### src/rtl/adder_pipe_pkg.sv
// Shared constants and helpers for the pipelined carry-select adder/subtractor.
// Holds derived-geometry functions, the configuration legality check and the
// signed saturation limits used when ADDER_PIPE_SAT_EN is defined.
package adder_pipe_pkg;

  // Widest datapath the saturation-limit helpers can describe.
  localparam int MAX_W = 64;

  // Number of carry-select blocks across the whole operand.
  function automatic int calc_nblk(input int width, input int blk);
    return width / blk;
  endfunction

  // Number of carry-select blocks resolved by each pipeline stage.
  function automatic int calc_blk_per_stage(input int nblk, input int pipe);
    return nblk / pipe;
  endfunction

  // Geometry must tile exactly: whole blocks per operand, whole blocks per stage.
  function automatic bit cfg_ok(input int width, input int blk, input int pipe);
    bit ok;
    ok = 1'b1;
    if (width < 2 || width > MAX_W) ok = 1'b0;
    if (blk < 1 || pipe < 1) ok = 1'b0;
    if (ok && (width % blk) != 0) ok = 1'b0;
    if (ok && pipe > (width / blk)) ok = 1'b0;
    if (ok && ((width / blk) % pipe) != 0) ok = 1'b0;
    return ok;
  endfunction

  // Largest positive two's-complement value of the given width (0x7F..F).
  function automatic logic [MAX_W-1:0] smax_val(input int width);
    logic [MAX_W-1:0] r;
    r = '0;
    for (int i = 0; i < MAX_W; i++) begin
      if (i < width - 1) r[i] = 1'b1;
    end
    return r;
  endfunction

  // Most negative two's-complement value of the given width (0x80..0).
  function automatic logic [MAX_W-1:0] smin_val(input int width);
    logic [MAX_W-1:0] r;
    r = '0;
    for (int i = 0; i < MAX_W; i++) begin
      if (i == width - 1) r[i] = 1'b1;
    end
    return r;
  endfunction

endpackage

### src/rtl/cs_block.sv
// One BLK-bit carry-select slice: two ripple sums (carry-in 0 and 1) and a select mux.
// Purely combinational, zero latency.
// No flow control; the enclosing pipeline stage decides when the result is captured.
module cs_block #(
  parameter int BLK = 4
) (
  input  logic [BLK-1:0] a,
  input  logic [BLK-1:0] b,
  input  logic           cin,
  output logic [BLK-1:0] sum,
  output logic           cout
);

  logic [BLK-1:0] sum0;
  logic [BLK-1:0] sum1;
  logic           cout0;
  logic           cout1;

  // Speculative ripple adders for both possible block carry-ins.
  always_comb begin
    logic r0;
    logic r1;
    r0    = 1'b0;
    r1    = 1'b1;
    sum0  = '0;
    sum1  = '0;
    for (int i = 0; i < BLK; i++) begin
      sum0[i] = a[i] ^ b[i] ^ r0;
      r0      = (a[i] & b[i]) | (r0 & (a[i] ^ b[i]));
      sum1[i] = a[i] ^ b[i] ^ r1;
      r1      = (a[i] & b[i]) | (r1 & (a[i] ^ b[i]));
    end
    cout0 = r0;
    cout1 = r1;
  end

  // The real carry-in only steers the precomputed results.
  assign sum  = cin ? sum1  : sum0;
  assign cout = cin ? cout1 : cout0;

endmodule

### src/rtl/adder_pipe_cs.sv
// Pipelined carry-select add/sub with valid/ready stream ports and signed-overflow flag.
// Latency PIPE cycles, throughput one operation per cycle; optional saturation under ADDER_PIPE_SAT_EN.
// Backpressure: a stage loads when empty or when its successor loads; in_ready is that chain, no skid.
module adder_pipe_cs
  import adder_pipe_pkg::*;
#(
  parameter int WIDTH = 32,
  parameter int BLK   = 4,
  parameter int PIPE  = 2
) (
  input  logic             clk,
  input  logic             rst_n,
  input  logic             in_valid,
  output logic             in_ready,
  input  logic [WIDTH-1:0] in_a,
  input  logic [WIDTH-1:0] in_b,
  input  logic             in_ci,
  input  logic             in_sub,
`ifdef ADDER_PIPE_SAT_EN
  input  logic             in_sat,
`endif
  output logic             out_valid,
  input  logic             out_ready,
  output logic [WIDTH-1:0] out_sum,
  output logic             out_co,
  output logic             out_ovf
);

  localparam int NBLK = calc_nblk(WIDTH, BLK);
  localparam int BPS  = calc_blk_per_stage(NBLK, PIPE);
  localparam int SW   = BPS * BLK;   // result bits resolved per stage

`ifdef ADDER_PIPE_SAT_EN
  localparam logic [WIDTH-1:0] SMAX = WIDTH'(smax_val(WIDTH));
  localparam logic [WIDTH-1:0] SMIN = WIDTH'(smin_val(WIDTH));
`endif

  if (!cfg_ok(WIDTH, BLK, PIPE)) begin : g_bad_cfg
    $error("adder_pipe_cs: WIDTH must tile into BLK blocks and the blocks into PIPE stages");
  end

  logic [PIPE-1:0] vld_q;
  logic [PIPE-1:0] vld_d;
  logic [PIPE-1:0] vld_in;   // valid arriving at each stage's input
  logic [PIPE-1:0] ld;       // stage load enable
  logic [WIDTH-1:0] b_eff;
  logic             c0;

  // Subtraction is A + ~B + 1; a borrow-in removes that +1.
  assign b_eff = in_sub ? ~in_b : in_b;
  assign c0    = in_ci ^ in_sub;

  // Load chain runs back from the output so a full pipe can shift while popping.
  always_comb begin
    ld     = '0;
    vld_in = '0;
    vld_d  = '0;
    vld_in[0] = in_valid;
    for (int s = 1; s < PIPE; s++) begin
      vld_in[s] = vld_q[s-1];
    end
    ld[PIPE-1] = ~vld_q[PIPE-1] | out_ready;
    for (int s = PIPE - 2; s >= 0; s--) begin
      ld[s] = ~vld_q[s] | ld[s+1];
    end
    for (int s = 0; s < PIPE; s++) begin
      vld_d[s] = ld[s] ? vld_in[s] : vld_q[s];
    end
  end

  // Stage occupancy; reset drops every in-flight operation at once.
  always_ff @(posedge clk or negedge rst_n) begin
    if (!rst_n) begin
      vld_q <= '0;
    end else begin
      vld_q <= vld_d;
    end
  end

  assign in_ready  = ld[0];
  assign out_valid = vld_q[PIPE-1];

  for (genvar s = 0; s < PIPE; s++) begin : g_stage
    localparam int LO = s * SW;      // lowest result bit this stage resolves
    localparam int RW = WIDTH - LO;  // operand bits still unconsumed at this stage

    logic [RW-1:0]    a_i;
    logic [RW-1:0]    b_i;
    logic             c_i;
    logic [SW-1:0]    sl_sum;
    logic             sl_co;
    logic [LO+SW-1:0] acc;           // all result bits resolved so far
    logic             cap;
`ifdef ADDER_PIPE_SAT_EN
    logic             sat_i;
`endif

    // Data registers only move when a real operation enters; bubbles leave them alone.
    assign cap = ld[s] & vld_in[s];

    if (s == 0) begin : g_first
      assign a_i = in_a;
      assign b_i = b_eff;
      assign c_i = c0;
      assign acc = sl_sum;
`ifdef ADDER_PIPE_SAT_EN
      assign sat_i = in_sat;
`endif
    end else begin : g_next
      assign a_i = g_stage[s-1].g_mid.a_q;
      assign b_i = g_stage[s-1].g_mid.b_q;
      assign c_i = g_stage[s-1].g_mid.cy_q;
      assign acc = {sl_sum, g_stage[s-1].g_mid.sum_q};
`ifdef ADDER_PIPE_SAT_EN
      assign sat_i = g_stage[s-1].g_mid.sat_q;
`endif
    end

    // Carry ripples block to block inside the stage; each block already has both sums.
    for (genvar j = 0; j < BPS; j++) begin : g_blk
      logic ci_b;
      logic co_b;
      if (j == 0) begin : g_cin
        assign ci_b = c_i;
      end else begin : g_cin
        assign ci_b = g_blk[j-1].co_b;
      end
      cs_block #(.BLK(BLK)) u_cs (
        .a    (a_i[j*BLK +: BLK]),
        .b    (b_i[j*BLK +: BLK]),
        .cin  (ci_b),
        .sum  (sl_sum[j*BLK +: BLK]),
        .cout (co_b)
      );
    end
    assign sl_co = g_blk[BPS-1].co_b;

    if (s < PIPE - 1) begin : g_mid
      logic [RW-SW-1:0] a_q;
      logic [RW-SW-1:0] b_q;
      logic [LO+SW-1:0] sum_q;
      logic             cy_q;
`ifdef ADDER_PIPE_SAT_EN
      logic             sat_q;
`endif
      // Hand the partial sum, running carry and unconsumed operand bits to the next stage.
      always_ff @(posedge clk or negedge rst_n) begin
        if (!rst_n) begin
          a_q   <= '0;
          b_q   <= '0;
          sum_q <= '0;
          cy_q  <= 1'b0;
`ifdef ADDER_PIPE_SAT_EN
          sat_q <= 1'b0;
`endif
        end else if (cap) begin
          a_q   <= a_i[RW-1:SW];
          b_q   <= b_i[RW-1:SW];
          sum_q <= acc;
          cy_q  <= sl_co;
`ifdef ADDER_PIPE_SAT_EN
          sat_q <= sat_i;
`endif
        end
      end
    end else begin : g_last
      logic             cmsb;
      logic             ovf_d;
      logic [WIDTH-1:0] sum_d;
      logic [WIDTH-1:0] sum_q;
      logic             co_q;
      logic             ovf_q;

      // Carry into the MSB is recovered from the MSB sum bit instead of being routed out of the slice.
      assign cmsb  = a_i[RW-1] ^ b_i[RW-1] ^ sl_sum[SW-1];
      assign ovf_d = cmsb ^ sl_co;
`ifdef ADDER_PIPE_SAT_EN
      // A wrapped result with MSB 1 came from positive overflow, so clamp to the positive limit.
      assign sum_d = (sat_i && ovf_d) ? (acc[WIDTH-1] ? SMAX : SMIN) : acc;
`else
      assign sum_d = acc;
`endif

      // Output register; holds while the consumer stalls.
      always_ff @(posedge clk or negedge rst_n) begin
        if (!rst_n) begin
          sum_q <= '0;
          co_q  <= 1'b0;
          ovf_q <= 1'b0;
        end else if (cap) begin
          sum_q <= sum_d;
          co_q  <= sl_co;
          ovf_q <= ovf_d;
        end
      end

      assign out_sum = sum_q;
      assign out_co  = co_q;
      assign out_ovf = ovf_q;
    end
  end

endmodule

### config.mk
export PLATFORM = sky130hd
export DESIGN_NAME = adder_pipe_cs
export DESIGN_NICKNAME = d
export VERILOG_FILES = /design/src/rtl/adder_pipe_pkg.sv /design/src/rtl/cs_block.sv /design/src/rtl/adder_pipe_cs.sv
export SDC_FILE = /design/constraint.sdc
export NUM_CORES = 1
export LEC_CHECK = 0
export CELL_PAD_IN_SITES_DETAIL_PLACEMENT = 1
export CELL_PAD_IN_SITES_GLOBAL_PLACEMENT = 2
export CORE_MARGIN = 2
export CORE_UTILIZATION = 38
export CTS_CLUSTER_SIZE = 30
export DETAILED_ROUTE_END_ITERATION = 10
export DONT_BUFFER_PORTS = 1
export PLACE_DENSITY = 0.72
export SYNTH_ARGS = -nofsm -noshare
export SYNTH_HDL_FRONTEND = slang
export SYNTH_SLANG_ARGS = --single-unit
### constraint.sdc
create_clock -name clk -period 5.1 [get_ports clk]
set_input_delay 0.765 -clock clk [delete_from_list [all_inputs] [get_ports clk]]
set_output_delay 0.765 -clock clk [all_outputs]
set_load 0.02 [all_outputs]
### Word-level counts from Yosys, hierarchy flattened

Index checks and enable logic that the tools add are counted.

| operators by class | value |
|---|---|
| multiplexer cells | 17 |
| bitwise operators | 234 |

Operators with widths:

| cell | count |
|---|---|
| $xor 1x1->1 | 83 |
| $and 1x1->1 | 82 |
| $or 1x1->1 | 58 |
| $mux 32 | 1 |
| $mux 4 | 8 |
| $not 32->32 | 1 |
| $not 1->1 | 10 |
| $mux 1 | 8 |

| word-level totals | value |
|---|---|
| bits in registers | 85 |
| input port bits | 70 |
| output and inout bits | 36 |
| word-level logic and storage cells | 260 |

### Longest topological paths before layout

| depth | value |
|---|---|
| depth after elaboration | 14 |
| depth in mapped cells | 29 |
| mapped depth without buffers | 29 |

### Cells and area by module

From an unflattened synthesis, not the netlist that was laid out.

| unflattened totals | value |
|---|---|
| cell total of the unflattened synthesis | 374 |
| area, all modules | 4737.0 um^2 |

Modules (own cells, without submodules):

| module | times used | cells each | area each (um^2) | sequential area each (um^2) |
|---|---|---|---|---|
| adder_pipe_cs | 1 | 222 | 3585.9 | 2127.0 |
| cs_block | 8 | 19 | 143.9 | 0.0 |

### Worst setup path before layout

Ideal clock, no wire load.

| timing | value |
|---|---|
| path kind | input to register |
| from | in in_sub |
| to | reg g_stage[0].g_mid.sum_q[15] |
| setup time | 125 ps |
| arrival | 6676 ps |
| data required time | 4975 ps |
| path slack | -1701 ps |
| cell stages on the path | 28 |
| buffers on the path | 2 |
| cell sequence | buf_4 -> buf_4 -> xor2_1 -> inv_1 -> ha_1 -> nand2_1 -> o21ai_0 -> fa_1 -> fa_1 -> inv_1 -> fa_1 -> mux2i_1 -> fa_1 -> inv_1 -> fa_1 -> inv_1 -> fa_1 -> nor2_1 -> a21oi_1 -> fa_1 -> fa_1 -> fa_1 -> mux2i_1 -> fa_1 -> fa_1 -> inv_1 -> fa_1 -> mux2_2 |

| between the ends | value |
|---|---|
| longest elaborated chain between the ends | 13 |
| elaborated cells on any way between the ends | 87 |
| classes of those cells | 5 x mux; 82 x bitwise |

RTL lines:

| item | line | text |
|---|---|---|
| from (decl) | adder_pipe_cs.sv:18 | `input logic in_sub,` |
| $mux 32 | adder_pipe_cs.sv:50 | `assign b_eff = in_sub ? ~in_b : in_b;` |
| $and 1x1->1 or $xor 1x1->1 (tied branches) | - |  |
| $or 1x1->1 | cs_block.sv:31 | `r1 = (a[i] & b[i]) \| (r1 & (a[i] ^ b[i]));` |
| $and 1x1->1 | cs_block.sv:31 |  |
| $or 1x1->1 | cs_block.sv:31 |  |
| $and 1x1->1 | cs_block.sv:31 |  |
| $or 1x1->1 | cs_block.sv:31 |  |
| $and 1x1->1 | cs_block.sv:31 |  |
| $or 1x1->1 | cs_block.sv:31 |  |
| $mux 1 (3 in series) | cs_block.sv:39 | `assign cout = cin ? cout1 : cout0;` |
| $mux 4 (*) | cs_block.sv:38 | `assign sum = cin ? sum1 : sum0;` |
| named net g_stage[0].acc[15] | adder_pipe_cs.sv:92 | `logic [LO+SW-1:0] acc;` |
| to (signal assigned) | adder_pipe_cs.sv:151 | `sum_q <= '0;` |
| to (signal assigned) | adder_pipe_cs.sv:159 | `sum_q <= acc;` |
| to (decl) | adder_pipe_cs.sv:141 | `logic [LO+SW-1:0] sum_q;` |

Mark *: on every way through the listed nets, which the timed path passes. The rest lies on a longest branch.
A chain may end at the register's enable or synchronous reset.

### Final worst setup path

| timing | value |
|---|---|
| from | in in_b[0] |
| to | reg g_stage[0].g_mid.sum_q[15] |

| between the ends | value |
|---|---|
| longest elaborated chain between the ends | 14 |
| elaborated cells on any way between the ends | 21 |
| classes of those cells | 5 x mux; 16 x bitwise |

RTL lines:

| item | line | text |
|---|---|---|
| from (decl) | adder_pipe_cs.sv:16 | `input logic [WIDTH-1:0] in_b,` |
| $not 32->32 | adder_pipe_cs.sv:50 |  |
| $mux 32 (*) | adder_pipe_cs.sv:50 |  |
| $and 1x1->1 or $xor 1x1->1 (tied branches) | - |  |
| $or 1x1->1 | cs_block.sv:31 |  |
| $and 1x1->1 | cs_block.sv:31 |  |
| $or 1x1->1 | cs_block.sv:31 |  |
| $and 1x1->1 | cs_block.sv:31 |  |
| $or 1x1->1 | cs_block.sv:31 |  |
| $and 1x1->1 | cs_block.sv:31 |  |
| $or 1x1->1 | cs_block.sv:31 |  |
| $mux 1 (*) (3 in series) | cs_block.sv:39 |  |
| $mux 4 (*) | cs_block.sv:38 |  |
| named net g_stage[0].acc[15] | adder_pipe_cs.sv:92 |  |

Marked as above.

==> impl_metrics.toml <==
[outcome]
status = "complete, but fails checks"
failed_checks = "setup timing"

[setup_path]
cell_repeated_most_along_the_worst_path = "fa_2"
cp.arrival_ns = 6.14
cp_max_fo = 3
startpoint_to_endpoint_class_of_the_critical_path = "in2reg"
required_ns = 5.32
start_kind = "primary input"
critPathMaxStageDelay_ns = 0.40
slowest_stage = "fa_1"
timing.critical_path.to_type = "register"

[routing]
avgRoutedWirePerCell_um = 16.3
post-route-drc-count = 0
drt_iter0_drc = 55
avgViaCountPerCell = 4.75
routed_wirelength_um = 8260
dr.pass1.iters = 2
vias = 2414
antenna_left = 0

[cts]
clk_pin_slew_worst_paths_ns = 0.06
cts-root-to-sink-buffers = 2
tritoncts = "yes"
clock_sink_count = 85
worstSkewPairLatency_ns = 0.33
numCtsBuffers = 9
cts-htree-levels = 3
cts_root_buffer = "clkbuf_16"

[cells_and_area]
final_cell_count_no_fill = 508
postLayoutCellArea_um2 = 5190
multiInputGateArea_um2 = 2250
final_cell_mix = "85 x dfrtp_1, 58 x mux2_2, 49 x inv_1, 24 x xnor2_1, 24 x mux2i_1"
antenna_cells_inserted = 0
most_frequent_standard_cell_in_the_layout_excluding_fill_and_tap_cells = "dfrtp_1"
nFillCells = 1232
regArea_um2 = 2130
nNetsFinal = 467
final_layout_size_suffix_gt1_share_pct = 39.3
syn_to_final_growth_pct = 13.3

[synthesis]
ys_top_cells_by_area = "dfrtp_1 46%, mux2_2 15%, fa_1 10%"
synth_seq_cells = 85
yosys-mux-area-fraction_pct = 20.4
postSynthCellCount = 345
synthesis.area_um2 = 4580
synthesis.area_per_instance_um2 = 13.3
synth_xor_xnor_area_share_pct = 8.23
yosysUniqueCellTypes = 18
synthesis.nets = 456
post_synth_and_or_nand_nor_area_fraction_pct = 1.64
yosysTopAreaCellShare_pct = 46.5
synth_compound_area_share_pct = 0.547
post-synth-top-area-cell = "dfrtp_1"
main_combinational_cell_family_by_area_after_synthesis = "multiplexers"
synth-warning-count = 0
synth_fa_ha_area_share_pct = 15.1
synth_seq_area_share_pct = 46.5

[timing]
layout_min_cycle_time_ns = 5.93
setup_slack_ns = -0.826
timing.clock.skew_ns = 0.00883
max-slew-margin-rel_pct = 36.0
finalCritPeriodShare_pct = 116
hold_violations = 0
max_clock_freq_mhz = 169
grt_setup_unrepaired = "yes"
worst-slew-pin-transition_ns = 0.956
final-max-slew-violation-count = 0
setup_viol_count_final = 7

[pwr]
ir_drop_v = 0.000130
leakagePower_uw = 0.00240
power_per_cell_area_nw_per_um2 = 487

[grt]
first_global_vias = 2756
grt.overflow.total = 0
grt.total_usage_pct = 13.9
grt_first_pass_wirelength_um = 13600
antenna_found_initial = 0
maximum_number_of_pins_on_one_net_before_global_route_repair = 86

[placed_design]
dp_hpwl_um = 5800
port_buffers = 0
place_inst = 489
dpl-instance-area_um2 = 4790
routability_congestion_estimate_from_global_placement = 0.688

[job]
max-cap-violations = 0

[floorplan]
die_y_um = 114
fp-row-count = 40
die-width_um = 114
coreArea_um2 = 11900
initial_core_util_pct = 38.6
floorplan.die_area_um2 = 12900
pin_count = 106

[min_path]
class_of_the_worst_hold_path = "in2async"
==> stage by stage <==
step / util (%) / power, uW / TNS [ns] / hold WS [ns] / setup slack, ns
2_1_floorplan: - / 1700 / -4.18 / 0.469 / -1.31
3_3_place_gp: 40.4 / 1830 / -5.06 / 0.471 / -1.26
6_report: 43.7 / 2530 / -2.50 / 0.124 / -0.826
4_1_cts: 43.4 / 2560 / -3.07 / 0.107 / -0.941
3_5_place_dp: 40.4 / 1870 / -5.63 / 0.472 / -1.38
5_1_grt: 43.7 / 2710 / -4.11 / 0.107 / -1.02
==> synthesized netlist by cell type, drive strengths merged <==
| cell type | number |
|---|---|
| mux2 | 59 |
| buf | 12 |
| xor2 | 18 |
| ha | 17 |
| a21oi | 2 |
| nand2 | 5 |
| inv | 62 |
| nor2 | 2 |
| nand3b | 1 |
| xnor2 | 25 |
| dfrtp | 85 |
| fa | 24 |
| nand2b | 3 |
| o21ai | 3 |
| mux2i | 27 |
==> cell type report <==
class	count	area share [%]
Clock buffer	12	4.75
Multi-Input combinational cell	186	43.4
Timing Repair Buffer	12	1.88
Tap cell	147	3.55
Clock inverter	4	0.917
Sequential cell	85	41.0
Inverter	62	4.49
==> what timing repair did <==
action                                  in CTS  in global routing
resized for setup                           18                  8
endpoints found under the setup margin       8                  9
hold buffers                                 0                  0
buffers inserted                             3                  1
hold endpoints to repair                     0                  0
pin swaps                                    9                  2
cloned                                       0                  0
==> sequential cells by signal, summed over array words and instances, names as in the netlist <==
signal,cells
g_stage.g_mid.cy_q,1
g_stage.g_mid.a_q,16
g_stage.g_mid.b_q,16
g_stage.g_mid.sum_q,16
vld_q,2
out_sum,32
out_ovf,1
out_co,1
==> critical path: cells and delay by family <==
family | cells | cell delay, ns
buf+inv | 5 | 0.29
mux | 3 | 0.52
simple gates | 2 | 0.16
compound gates | 2 | 0.11
fa+ha+maj | 13 | 4.13
xor+xnor | 1 | 0.16
==> power breakdown <==
part	internal [uW]	switching, uW	leakage, uW	total [uW]
combinational	381	257	0.00127	638
sequential	911	330	0.000989	1240
clock	391	256	0.000143	648
total	1680	844	0.00240	2530
==> kinds of logic after synthesis <==
family | Yosys count
AOI/OAI and AO/OA | 5
xor gates and xnor gates | 43
adders and majority gates | 41
buffers and inverters | 74
DFF | 85
muxes | 86
and+or+nand+nor | 11
==> layer usage <==
layer  GRT usage [%]  part of all wire, %  up-vias
li1                -                    -     1097
met1            15.8                   39     1239
met2            24.4                   52       68
met3            4.41                  6.7       10
met4            5.85                  1.8        0
met5               0                    0        -
==> final timing paths <==
kind / startpoint / end / slack [ns] / cells past startpoint
worst max register to register: g_stage[0].g_mid.a_q[0] / out_ovf / -0.46 / 26
min in group clk: g_stage[0].g_mid.sum_q[3] / g_stage[0].g_mid.sum_q[3] / 0.50 / 1
worst min register to register: g_stage[0].g_mid.sum_q[3] / g_stage[0].g_mid.sum_q[3] / 0.50 / 1
max in group asynchronous: rst_n / g_stage[0].g_mid.b_q[4] / 4.86 / 0
worst max-delay path: in_b[0] / g_stage[0].g_mid.sum_q[15] / -0.83 / 26
worst min-delay path: rst_n / out_sum[1] / 0.12 / 0
Note: power is estimated with default switching activity, not from simulation.
